## config.mk

```make
export PLATFORM = sky130hd
export DESIGN_NAME = mult_acc_unit
export DESIGN_NICKNAME = d
export VERILOG_FILES = /design/src/rtl/mult_acc_unit.sv
export SDC_FILE = /design/constraint.sdc
export NUM_CORES = 1
export LEC_CHECK = 0
export ABC_CLOCK_PERIOD_IN_PS = 18260
export CORE_ASPECT_RATIO = 0.5
export CORE_UTILIZATION = 41
export CTS_BUF_LIST = sky130_fd_sc_hd__clkbuf_8
export CTS_CLUSTER_SIZE = 8
export DETAILED_ROUTE_END_ITERATION = 12
export HOLD_SLACK_MARGIN = 0.15
export PLACE_DENSITY = 0.63
export SLEW_MARGIN = 20
export SYNTH_ARGS = -nofsm -noshare
export SYNTH_HDL_FRONTEND = slang
export SYNTH_SLANG_ARGS = --single-unit
export TNS_END_PERCENT = 30
```

## constraint.sdc

```tcl
create_clock -name i_clk -period 18.26 [get_ports i_clk]
set_input_delay 2.739 -clock i_clk [delete_from_list [all_inputs] [get_ports i_clk]]
set_output_delay 2.739 -clock i_clk [all_outputs]
set_load 0.03 [all_outputs]
```

## src/rtl/mult_acc_unit.sv

```systemverilog
// Purpose : sequential shift-add multiplier (RADIX_BITS coefficient bits per cycle)
//           with a running multiply-accumulate register for EQ filter taps.
// Latency : start sampled at edge k -> o_ready for the cycle after edge k+N,
//           N = COEF_W/RADIX_BITS; back-to-back throughput one result per N+1 cycles.
// Backpr. : no queueing; i_start is ignored while o_busy=1. A start seen in the
//           DONE cycle is accepted directly.
//
// Ports   : i_clk, i_rst (sync, active-high); i_sample / i_coefficient operands;
//           i_start request; i_signed / i_acc_clr mode bits latched with i_start;
//           o_product last product; o_acc accumulator; o_ready completion pulse;
//           o_busy operation in progress; o_sat (only with MULT_ACC_SAT_EN).
// Option  : define MULT_ACC_SAT_EN for a saturating accumulator plus o_sat.
module mult_acc_unit #(
    parameter int SAMPLE_W   = 24,
    parameter int COEF_W     = 16,
    parameter int ACC_W      = 48,
    parameter int RADIX_BITS = 1
) (
    input  logic                         i_clk,
    input  logic                         i_rst,
    input  logic [SAMPLE_W-1:0]          i_sample,
    input  logic [COEF_W-1:0]            i_coefficient,
    input  logic                         i_start,
    input  logic                         i_signed,
    input  logic                         i_acc_clr,
    output logic [SAMPLE_W+COEF_W-1:0]   o_product,
    output logic [ACC_W-1:0]             o_acc,
    output logic                         o_ready,
    output logic                         o_busy
`ifdef MULT_ACC_SAT_EN
    ,
    output logic                         o_sat
`endif
);

    localparam int PROD_W = SAMPLE_W + COEF_W;
    localparam int N      = COEF_W / RADIX_BITS;
    localparam int CNT_W  = (N > 1) ? $clog2(N) : 1;

    localparam logic [1:0] ST_IDLE = 2'd0;
    localparam logic [1:0] ST_RUN  = 2'd1;
    localparam logic [1:0] ST_DONE = 2'd2;

    logic [1:0]        state_q,   state_d;
    logic [PROD_W-1:0] mcand_q,   mcand_d;    // multiplicand, pre-shifted to the current digit weight
    logic [COEF_W-1:0] coef_q,    coef_d;     // remaining coefficient digits, current digit at LSBs
    logic [PROD_W-1:0] psum_q,    psum_d;
    logic [CNT_W-1:0]  cnt_q,     cnt_d;
    logic              signed_q,  signed_d;
    logic              acc_clr_q, acc_clr_d;
    logic [PROD_W-1:0] product_q, product_d;
    logic [ACC_W-1:0]  acc_q,     acc_d;
`ifdef MULT_ACC_SAT_EN
    logic              sat_q,     sat_d;
`endif

    logic [PROD_W-1:0] pp;
    logic [PROD_W-1:0] psum_next;
    logic [ACC_W-1:0]  acc_base;
    logic [ACC_W-1:0]  prod_ext;
    logic [ACC_W-1:0]  acc_next;
`ifdef MULT_ACC_SAT_EN
    logic [ACC_W:0]    acc_sum;
    logic [ACC_W-1:0]  acc_clamp;
    logic              acc_ovf;
`endif

    always_comb begin
        state_d   = state_q;
        mcand_d   = mcand_q;
        coef_d    = coef_q;
        psum_d    = psum_q;
        cnt_d     = cnt_q;
        signed_d  = signed_q;
        acc_clr_d = acc_clr_q;
        product_d = product_q;
        acc_d     = acc_q;
`ifdef MULT_ACC_SAT_EN
        sat_d     = 1'b0;   // o_sat only lives for the DONE cycle
`endif

        // Partial product for the current digit. The multiplicand is already
        // sign-extended to PROD_W, so modulo-2^PROD_W adds give the exact result.
        pp = '0;
        for (int b = 0; b < RADIX_BITS; b++) begin
            if (coef_q[b]) begin
                pp = pp + (mcand_q << b);
            end
        end
        // Top digit in signed mode: its MSB weighs -2^(R-1), not +2^(R-1);
        // undo the positive add and subtract once more (net -2x).
        if (signed_q && (cnt_q == '0) && coef_q[RADIX_BITS-1]) begin
            pp = pp - (mcand_q << RADIX_BITS);
        end
        psum_next = psum_q + pp;

        // Accumulator update from the finishing product.
        acc_base = acc_clr_q ? '0 : acc_q;
        if (signed_q) begin
            prod_ext = ACC_W'($signed(psum_next));
        end else begin
            prod_ext = ACC_W'(psum_next);
        end
`ifdef MULT_ACC_SAT_EN
        if (signed_q) begin
            acc_sum   = {acc_base[ACC_W-1], acc_base} + {prod_ext[ACC_W-1], prod_ext};
            acc_ovf   = acc_sum[ACC_W] ^ acc_sum[ACC_W-1];
            // Bit ACC_W holds the true sign of the unclamped sum.
            acc_clamp = acc_sum[ACC_W] ? {1'b1, {(ACC_W-1){1'b0}}} : {1'b0, {(ACC_W-1){1'b1}}};
        end else begin
            acc_sum   = {1'b0, acc_base} + {1'b0, prod_ext};
            acc_ovf   = acc_sum[ACC_W];
            acc_clamp = '1;
        end
        acc_next = acc_ovf ? acc_clamp : acc_sum[ACC_W-1:0];
`else
        acc_next = acc_base + prod_ext;
`endif

        case (state_q)
            ST_RUN: begin
                psum_d  = psum_next;
                mcand_d = mcand_q << RADIX_BITS;
                coef_d  = coef_q >> RADIX_BITS;
                cnt_d   = cnt_q - CNT_W'(1);
                if (cnt_q == '0) begin
                    state_d   = ST_DONE;
                    product_d = psum_next;
                    acc_d     = acc_next;
`ifdef MULT_ACC_SAT_EN
                    sat_d     = acc_ovf;
`endif
                end
            end
            ST_IDLE, ST_DONE: begin
                if (i_start) begin
                    state_d   = ST_RUN;
                    if (i_signed) begin
                        mcand_d = PROD_W'($signed(i_sample));
                    end else begin
                        mcand_d = PROD_W'(i_sample);
                    end
                    coef_d    = i_coefficient;
                    signed_d  = i_signed;
                    acc_clr_d = i_acc_clr;
                    psum_d    = '0;
                    cnt_d     = CNT_W'(N - 1);
                end else begin
                    state_d = ST_IDLE;
                end
            end
            default: begin
                state_d = ST_IDLE;
            end
        endcase
    end

    always_ff @(posedge i_clk) begin
        if (i_rst) begin
            state_q   <= ST_IDLE;
            mcand_q   <= '0;
            coef_q    <= '0;
            psum_q    <= '0;
            cnt_q     <= '0;
            signed_q  <= 1'b0;
            acc_clr_q <= 1'b0;
            product_q <= '0;
            acc_q     <= '0;
`ifdef MULT_ACC_SAT_EN
            sat_q     <= 1'b0;
`endif
        end else begin
            state_q   <= state_d;
            mcand_q   <= mcand_d;
            coef_q    <= coef_d;
            psum_q    <= psum_d;
            cnt_q     <= cnt_d;
            signed_q  <= signed_d;
            acc_clr_q <= acc_clr_d;
            product_q <= product_d;
            acc_q     <= acc_d;
`ifdef MULT_ACC_SAT_EN
            sat_q     <= sat_d;
`endif
        end
    end

    assign o_product = product_q;
    assign o_acc     = acc_q;
    assign o_ready   = (state_q == ST_DONE);
    assign o_busy    = (state_q == ST_RUN);
`ifdef MULT_ACC_SAT_EN
    assign o_sat     = sat_q;
`endif

endmodule

```

==> results of run 1 <==
[worst min-delay path: stages, from the launching register on]
cell and delay [ns]:
dfxtp_1 0.32, nand2_1 0.05, a21oi_1 0.05
[area by class of cell]
| type | count | area (sq um) |
|---|---|---|
| fillers | 3531 | 18000 |
| clock buffers | 18 | 248 |
| flip-flops and latches | 192 | 3840 |
| multi-input cells | 1538 | 9890 |
| repair buffers | 149 | 1460 |
| inverters | 81 | 304 |
| well taps | 475 | 594 |
| clock inverters | 14 | 160 |
[layer usage]
metal	wire [um]	up-vias
met5	0	-
met3	2660	36
met1	22200	6489
li1	-	6999
met4	455	0
met2	17300	360
[sequential cells by signal, summed over array words and instances (netlist names)]
register / count
o_acc: 48
mcand_q: 40
o_product: 40
psum_q: 40
coef_q: 16
cnt_q: 4
state_q: 2
acc_clr_q: 1
signed_q: 1
[where the power goes]
group / leakage (nW) / switching (mW) / internal, mW
logic: 5.25 / 0.128 / 0.0760
clock network: 0.206 / 0.171 / 0.128
registers: 1.56 / 0.0129 / 0.432
total: 7.01 / 0.312 / 0.635
[Yosys cell counts, drive strengths merged, types with 5 or more instances]
master	instances
nand4	20
or3	9
inv	80
nand3	26
a211oi	24
nor2	115
a21oi	237
and2	56
and4	8
a22o	9
o21ai	90
nand2b	22
a22oi	93
a41oi	5
dfxtp	192
a21o	70
nor3	24
o21a	17
a31o	5
a31oi	19
or2	6
ha	124
o211ai	12
and3	14
nor2b	59
o31ai	10
or4	5
o21bai	22
a211o	7
clkbuf	90
nand2	272
a21boi	5
xnor2	65
xor2	35
buf	7
[final timing paths]
check             slack [ns]     startpoint  cells past startpoint            end
setup reg to reg        9.05      coef_q[0]                     36      o_acc[47]
hold reg to reg         0.46  o_product[24]                      2  o_product[24]
setup / recovery        9.05      coef_q[0]                     36      o_acc[47]
hold / removal          0.46  o_product[24]                      2  o_product[24]
[through the flow]
| stage | area, sq um | cells | setup slack, ns | utilization (%) |
|---|---|---|---|---|
| after CTS | 16500 | 2467 | 9.11 | 47.9 |
| after floorplan | 14400 | 1908 | 10.00 | - |
| after global routing | 16500 | 2467 | 8.09 | 47.9 |
| after detailed placement | 16100 | 2435 | 9.17 | 46.7 |
| after global placement | 16100 | 2435 | 9.34 | 46.7 |
| final | 16500 | 2467 | 9.05 | 47.9 |
[kinds of logic (layout without fill, tap and decap cells)]
group           after synthesis  after routing
compound gates              663            663
simple gates                644            644
flops                       192            192
buf+inv                     178            262
fa+ha+maj                   127            127
xor+xnor                    100            100
mux                           4              4
==> reports/metrics.yaml, run 1 <==
run_status: "finished with violations"
violations: "design-rule violations"
dr.pass1.iters: 9
synthDominantCellAreaShare_pct: 26.7
cp_max_fo: 57
synth_xor_area_share_pct: 6.09
diodes: 0
cts_hold_buf: 0
ioPinCount: 135
drive_above_1_share_pct: 3.97
die_w_um: 267
syn_nets: 2080
setup_viol: 0
wl_per_cell_um: 17.3
clkSinkCount: 192
ys_top_cells_by_area: "dfxtp_1 27%, ha_1 11%, a21oi_1 8.2%, nand2_1 7.1%, a22oi_1 4.9%"
grt_util_met1_pct: 36.4
crit_type: "reg2reg"
clk_pin_slew_ns: 0.11
dieArea_sq_um: 35900
crit_top_cell: "a21o_1"
antenna_found_initial: 0
crit_family: "compound AO/OA/AOI/OAI gates"
clk_latency_ns: 0.52
via_per_inst: 5.63
ys.flop_type: "dfxtp_1"
synth_compound_area_share_pct: 29.8
crit_buf_inv: 1
maxSlewHeadroom_pct: 25.7
yosys-mux-area-fraction_pct: 0.278
hp-class: "reg2reg"
grt_overflow: 0
slowest_delay_ns: 0.71
grt_usage_pct: 23.9
layout_commonest_cell: "nand2_1"
fmaxAchievable_mhz: 109
slew_viol_final: 0
critPathRequiredTime_ns: 18.63
top_usage_layer: "met1"
grt_util_met3_pct: 4.22
core.rowCount: 48
numCtsBuffers: 17
power.density_nw_per_um2: 57.4
rsz0062_at_grt: "false"
grt_first_pass_wirelength_um: 68200
ant_nets: 0
total_power_uw: 947
fin_setup_tns_ns: 0
grt_pass1_vias: 12500
start_util_pct: 41.7
ys_ff_latch: 192
post_cts_buffers: 0
synth_edf_count: 0
yosysUniqueCellTypes: 75
crit_path_start_kind: "register"
cp_data_arrival_time_ns: 9.57
cap_violations: 0
syn2layout_area_growth_pct: 14.7
hold_viol: 0
drc: 1
syn_area_sq_um: 14400
vdd_drop_max_mv: 0.0353
most-common-layout-cells: "271 x nand2_1, 237 x a21oi_1, 191 x dfxtp_1"
cts-resized-gates: 0
finClkSkew_ns: 0.0187
postSynthCellCount: 1908
end_kind: "register"
slowest_stage: "o41ai_1"
fp.coreArea_sq_um: 34500
vias: 13900
wl_um: 42600
synthArstFlopShare_pct: 0
worst_pin_slew_ns: 1.12
grt_max_degree: 103
synth_top_family_by_area: "compound AO/OA/AOI/OAI gates"
gp_congestion: 0.914
use_met2_pct: 34.4
hpwl_um: 31300
synth_seq_area_share_pct: 26.7
period_needed_ns: 9.21
period_share_pct: 50.4
cts_tree: "built"
cts.htree.levels: 4
dieHeight_um: 134
cts_buffer_depth: 2
synth-simple-area-share_pct: 21.3
leakagePower_nw: 7.01
drt_iter0_drc: 1206
nets: 2151
hold_slack_ns: 0.461
yosysTopAreaCell: "dfxtp_1"
ctsRootBufferMaster: "clkbuf_8"
synthAdderAreaFrac_pct: 11.2
port_buffers: 134
yosys_warnings: 0
syn_area_per_cell_sq_um: 7.54
Note: power is estimated with default switching activity, not from simulation.
==> run 2: changes to the inputs <==
--- a/config.mk
+++ b/config.mk
@@ -5,14 +5,14 @@
 export SDC_FILE = /design/constraint.sdc
 export NUM_CORES = 1
 export LEC_CHECK = 0
-export ABC_CLOCK_PERIOD_IN_PS = 18260
+export ABC_CLOCK_PERIOD_IN_PS = 7500
 export CORE_ASPECT_RATIO = 0.5
 export CORE_UTILIZATION = 41
 export CTS_BUF_LIST = sky130_fd_sc_hd__clkbuf_8
 export CTS_CLUSTER_SIZE = 8
 export DETAILED_ROUTE_END_ITERATION = 12
 export HOLD_SLACK_MARGIN = 0.15
-export PLACE_DENSITY = 0.63
+export PLACE_DENSITY = 0.66
 export SLEW_MARGIN = 20
 export SYNTH_ARGS = -nofsm -noshare
 export SYNTH_HDL_FRONTEND = slang
==> constraint.sdc (replaced) <==
create_clock -name i_clk -period 7.5 [get_ports i_clk]
set_input_delay 1.125 -clock i_clk [delete_from_list [all_inputs] [get_ports i_clk]]
set_output_delay 1.125 -clock i_clk [all_outputs]
set_load 0.03 [all_outputs]
==> run 2 against run 1 <==
  * The run ends with negative setup slack left
  * Flip-flop and latch count unchanged
  * Worst setup slack got worse by 9.1 ns
  * Non-clock buffer count up 295
  * Sequential share of layout area fell by 3.4 points
  * Cell count grew 12%
  * Power increased to 2.6 times the previous value
  * Wire length increased by 9.5%
  * Clock skew increased by 0.0027 ns
  * Critical path type unchanged
  * Critical endpoint unchanged
  * Largest power group unchanged
==> reports/metrics.yaml, run 2 (synthesis results as in run 1) <==
cp_max_fo: 35  # -39%
crit_type: "reg2reg"
power.switching_uw: 859  # +180%
wl_per_cell_um: 16.9  # -2.2%
utilization_pct: 56.0  # +8.2 points
cap_violations: 0  # unchanged
core.rowCount: 48  # unchanged
clkSinkCount: 192  # unchanged
worst_pin_slew_ns: 1.02  # -0.0921 ns
critPathRequiredTime_ns: 7.90  # -10.73 ns
crit_top_cell: "a21o_1"
slowest_stage: "or3b_4"
drt_iter0_drc: 1364  # +13%
clk_pin_slew_ns: 0.12  # about the same
dieHeight_um: 134  # unchanged
gp_congestion: 0.920  # +0.65%
setup_viol: 1  # +1
vdd_drop_max_mv: 0.0828  # +130%
setup_slack_ns: -0.0188  # -9.07 ns
drive_above_1_share_pct: 19.9  # +16 points
layout_commonest_cell: "buf_4"
grt_usage_pct: 25.8  # +2.0 points
fmaxAchievable_mhz: 133  # +22%
via_per_inst: 5.52  # -1.9%
antenna_found_initial: 0  # unchanged
fin_area_sq_um: 19300  # +17%
start_util_pct: 41.7  # unchanged
placed_area_sq_um: 18300  # +14%
port_buffers: 134  # unchanged
largest_reg_flops: 48  # unchanged
leakagePower_nw: 8.64  # +23%
cts_buffer_depth: 2  # unchanged
hp-class: "reg2reg"
end_kind: "register"
seqPwrFrac_pct: 43.5  # -3.4 points
grt_pass1_vias: 13900  # +11%
rsz0062_at_grt: "true"
slew_viol_final: 0  # unchanged
syn2layout_area_growth_pct: 34.3
ant_nets: 0  # unchanged
hpwl_um: 34700  # +11%
grt_first_pass_wirelength_um: 73600  # +8.0%
nets: 2446  # +14%
violations: "negative setup slack"
period_needed_ns: 7.52  # -1.69 ns
maxSlewHeadroom_pct: 31.6  # +5.9 points
most-common-layout-cells: "306 x buf_4, 268 x nand2_1, 224 x a21oi_1"
crit_path_start_kind: "register"
grt_overflow: 0  # unchanged
drc: 0  # -1
clockPowerShare_pct: 30.5  # -1.1 points
wl_um: 46600  # +9.5%
finClkSkew_ns: 0.0214  # +0.00270 ns
die_w_um: 267  # unchanged
fp.coreArea_sq_um: 34500  # unchanged
cts.htree.levels: 4  # unchanged
vias: 15200  # +9.8%
diodes: 0  # unchanged
p_int_mw: 1.63  # +160%
p_comb_share_pct: 26.0  # +4.5 points
slowest_delay_ns: 0.45  # -0.26 ns
numCtsBuffers: 17  # unchanged
period_share_pct: 100  # +50 points
cts_tree: "built"
switching_share_pct: 34.6  # +1.7 points
dieArea_sq_um: 35900  # unchanged
dr.pass1.iters: 5  # -4
clk_latency_ns: 0.54  # +0.02 ns
hold_viol: 0  # unchanged
run_status: "finished with violations"
power.density_nw_per_um2: 129  # +120%
cp_data_arrival_time_ns: 7.92  # -1.65 ns
ctsRootBufferMaster: "clkbuf_8"
grt_max_degree: 121  # +17%
ioPinCount: 135  # unchanged
[run 2: power by group through the flow]
stage          clock [mW]  combinational [mW]  sequential, mW
2_1_floorplan           0               0.356            1.10
3_3_place_gp            0               0.593            1.10
3_5_place_dp            0               0.599            1.10
4_1_cts             0.772               0.624            1.08
5_1_grt             0.810               0.703            1.09
6_report            0.757               0.646            1.08
[run 2: area by class of cell]
cell class,instances,area (sq um)
clock buffers,17,234
flip-flops and latches,192,3850
inverters,81,304
fillers,3236,15200
multi-input cells,1538,10500
repair buffers,444,3680
well taps,475,594
clock inverters,15,193
[run 2: stage by stage]
step | TNS (ns) | worst slack, ns | hold slack [ns] | instances | power [mW]
finish | -0.0188 | -0.0188 | 0.463 | 2762 | 2.48
global route | -2.82 | -0.408 | 0.484 | 2762 | 2.60
CTS | -0.0161 | -0.0161 | 0.463 | 2757 | 2.48
detailed placement | -2.28 | -0.324 | 0.446 | 2713 | 1.70
global placement | -1.52 | -0.244 | 0.443 | 2713 | 1.70
floorplan | 0 | 0.00457 | 0.429 | 1908 | 1.46
[run 2: worst paths after layout]
check | from | endpoint | slack (ns) | cells after the start
max | coef_q[0] | o_acc[47] | -0.02 | 38
min | o_product[25] | o_product[25] | 0.46 | 2
max reg2reg | coef_q[0] | o_acc[47] | -0.02 | 38
min reg2reg | o_product[25] | o_product[25] | 0.46 | 2
[run 2: per-layer routing]
layer  vias up  track usage, %  wire length [um]  part of all wire, %
met5         -               0                 0                    0
met4         0            4.89               578                  1.2
met3        35            4.35              2600                  5.6
met2       355            38.7             19700                   42
met1      7273            38.5             23700                   51
li1       7585               -                 -                    -
[run 2: critical path, delay by kind of cell, from the launching register on]
kind,cells,cell delay [ns]
buffers and inverters,6,0.94
AND/OR/NAND/NOR,9,1.70
flip-flops,1,0.41
adder cells (fa/ha/maj),3,0.77
multiplexers,2,0.35
AO/OA/AOI/OAI,18,3.22
[run 2: repair_timing]
action / CTS / global route
hold endpoints to repair: 0 / 0
endpoints found under the setup margin: 9 / 20
hold buffers: 0 / 0
resized for setup: 56 / 56
buffers inserted: 12 / 6
pin swaps: 51 / 53
==> run 3: changes to the inputs <==
--- a/config.mk
+++ b/config.mk
@@ -7,12 +7,12 @@
 export LEC_CHECK = 0
 export ABC_CLOCK_PERIOD_IN_PS = 7500
 export CORE_ASPECT_RATIO = 0.5
-export CORE_UTILIZATION = 41
+export CORE_UTILIZATION = 46
 export CTS_BUF_LIST = sky130_fd_sc_hd__clkbuf_8
 export CTS_CLUSTER_SIZE = 8
 export DETAILED_ROUTE_END_ITERATION = 12
 export HOLD_SLACK_MARGIN = 0.15
-export PLACE_DENSITY = 0.66
+export PLACE_DENSITY = 0.72
 export SLEW_MARGIN = 20
 export SYNTH_ARGS = -nofsm -noshare
 export SYNTH_HDL_FRONTEND = slang
==> run 3 against run 2 <==
  * Wire length is 1.2% lower
  * Critical path depth is 1 higher
  * Sequential share of layout area is 0.44 points higher
  * Hold slack better by 0.0011 ns
  * Register-to-register slack worse by 0.09 ns
  * The flow still finishes with violations (negative setup slack)
  * Combinational power is 4.3% lower
  * Critical path type unchanged
==> reports/metrics.yaml, run 3 (synthesis results as in run 1) <==
run_status: "finished with violations"
violations: "negative setup slack"
cts_buffer_depth: 2  # unchanged
hold-path-endpoint: "coef_q[12]"
clk_latency_ns: 0.52  # -0.02 ns
cp_max_fo: 6  # -83%
cts_hold_buf: 0  # unchanged
cp_data_arrival_time_ns: 7.99  # +0.07 ns
grt_first_pass_wirelength_um: 73200  # -0.56%
cts_tree: "built"
crit_top_cell: "a21o_1"
most-common-layout-cells: "271 x nand2_1, 269 x buf_4, 225 x a21oi_1"
n_fill_cell: 2710  # -16%
vdd_drop_max_mv: 0.116  # +40%
rsz0062_at_grt: "true"
dieArea_sq_um: 32000  # -11%
clkSinkCount: 192  # unchanged
worst_pin_slew_ns: 1.00  # -0.0203 ns
hold_viol: 0  # unchanged
reg2reg_from: "coef_q[0]"
ant_nets: 0  # unchanged
gp_congestion: 0.948  # +3.1%
wl_um: 46000  # -1.2%
total_power_mw: 2.46  # -0.90%
period_share_pct: 101  # +1.2 points
start_util_pct: 47.1  # +5.4 points
slowest_stage: "o41ai_4"
grt_overflow: 0  # unchanged
syn2layout_area_growth_pct: 31.5
setup_slack_ns: -0.107  # -0.0882 ns
end_kind: "register"
layout_commonest_cell: "nand2_1"
cp-startpoint: "coef_q[0]"
maxSlewHeadroom_pct: 32.9  # +1.4 points
grt_usage_pct: 28.4  # +2.6 points
seqPwrFrac_pct: 44.0  # +0.5 points
cap_violations: 0  # unchanged
setup_viol: 5  # +4
crit_type: "reg2reg"
grt_max_degree: 103  # -15%
diodes: 0  # unchanged
clockPowerShare_pct: 30.9  # +0.4 points
post-place-cells: 2613  # -3.7%
hold_slack_ns: 0.464  # +0.00113 ns
critPathRequiredTime_ns: 7.88  # -0.02 ns
fin_setup_tns_ns: -0.243  # -0.224 ns
numCtsBuffers: 17  # unchanged
fmaxAchievable_mhz: 131  # -1.2%
hp-class: "reg2reg"
power.density_nw_per_um2: 130  # +1.3%
dr.pass1.iters: 6  # +1
drc: 0  # unchanged
clk_pin_slew_ns: 0.11  # about the same
finClkSkew_ns: 0.0143  # -0.00714 ns
r2r_slack_ns: -0.11  # -0.09 ns
wl_per_cell_um: 17.2  # +1.9%
core.rowCount: 45  # -6.3%
worst-r2r-cell-count: 39  # +2.6%
crit_path_start_kind: "register"
p_int_mw: 1.64  # +0.77%
fin_cells: 2676  # -3.1%
drt_iter0_drc: 1475  # +8.1%
port_buffers: 134  # unchanged
hpwl_um: 34000  # -1.8%
drive_above_1_share_pct: 18.2  # -1.7 points
largest_reg_flops: 48  # unchanged
die_w_um: 252  # -5.6%
switching_share_pct: 33.5  # -1.1 points
p_comb_share_pct: 25.1  # -0.9 points
grt_pass1_vias: 14200  # +1.9%
min_from: "coef_q[12]"
leakagePower_nw: 8.45  # -2.3%
vias: 15200  # -0.37%
nets: 2412  # -1.4%
fp.coreArea_sq_um: 30500  # -11%
ioPinCount: 135  # unchanged
slew_viol_final: 0  # unchanged
slowest_delay_ns: 0.40  # -0.05 ns
hold_depth: 2  # unchanged
period_needed_ns: 7.61  # +0.0882 ns
regToRegEndpoint: "o_acc[47]"
pre_cts_ws_ns: -0.246  # +0.0776 ns
dieHeight_um: 127  # -5.5%
antenna_found_initial: 1  # +1
ctsRootBufferMaster: "clkbuf_8"
cts.htree.levels: 4  # unchanged
power.switching_uw: 824  # -4.1%
via_per_inst: 5.68  # +2.8%
-- run 3: cell types whose count changed in the layout (fill, tap and decap cells not counted), moves of 3 or more --
cell and change:
ha_4 -6, a31oi_4 +3, o21ai_1 +3, ha_1 +5, inv_8 +4, clkinv_8 -4, o21ai_2 -5, buf_4 -37
nand2_1 +3
-- run 3: through the flow --
stage | cell area [sq um] | util, %
4_1_cts | 18500 | 60.6
2_1_floorplan | 14500 | -
3_5_place_dp | 17800 | 58.5
6_report | 18900 | 62.0
5_1_grt | 18900 | 62.0
3_3_place_gp | 17800 | 58.5
-- run 3: cell type report --
class	count	area, sq um	area share, %
clock inverters	15	188	0.993
multi-input cells	1538	10400	54.8
repair buffers	410	3450	18.2
flip-flops and latches	192	3850	20.4
well taps	423	529	2.80
inverters	81	304	1.61
clock buffers	17	234	1.24
-- run 3: power by group through the flow --
stage          sequential (mW)  combinational (mW)  clock [mW]
2_1_floorplan             1.10               0.356           0
5_1_grt                   1.09               0.673       0.812
6_report                  1.08               0.618       0.761
3_5_place_dp              1.11               0.574           0
4_1_cts                   1.08               0.592       0.767
3_3_place_gp              1.11               0.567           0
-- run 3: how the worst max path moves through the flow --
stage | end | slack, ns | cells after the start
CTS | o_acc[46] | 0.002 | 40
floorplan | o_acc[47] | 0.005 | 37
finish | o_acc[47] | -0.11 | 39
global placement | o_acc[47] | -0.1 | 37
detailed placement | o_acc[41] | -0.25 | 39
global route | o_acc[47] | -0.50 | 39
-- run 3: per-layer routing --
layer	GRT usage, %	up-vias	wire length [um]
li1	-	7510	-
met1	41.6	7190	22600
met2	43.9	449	19700
met3	4.69	41	3040
met4	5.60	2	616
met5	0	-	19
-- run 3: repair_timing --
action / 4_1_cts / 5_1_grt
setup endpoints to repair: 10 / 18
pin swaps: 39 / 56
endpoints found under the hold margin: 0 / 0
buffers inserted: 17 / 14
resized for setup: 24 / 73
-- run 3: worst max-delay path: cells and delay by family, from the launching register on --
kind | cells | cell delay, ns
and+or+nand+nor | 7 | 0.96
DFF | 1 | 0.39
muxes | 1 | 0.24
buffers and inverters | 3 | 0.45
xor gates and xnor gates | 1 | 0.10
AOI/OAI and AO/OA | 24 | 4.45
adders and majority gates | 3 | 0.86
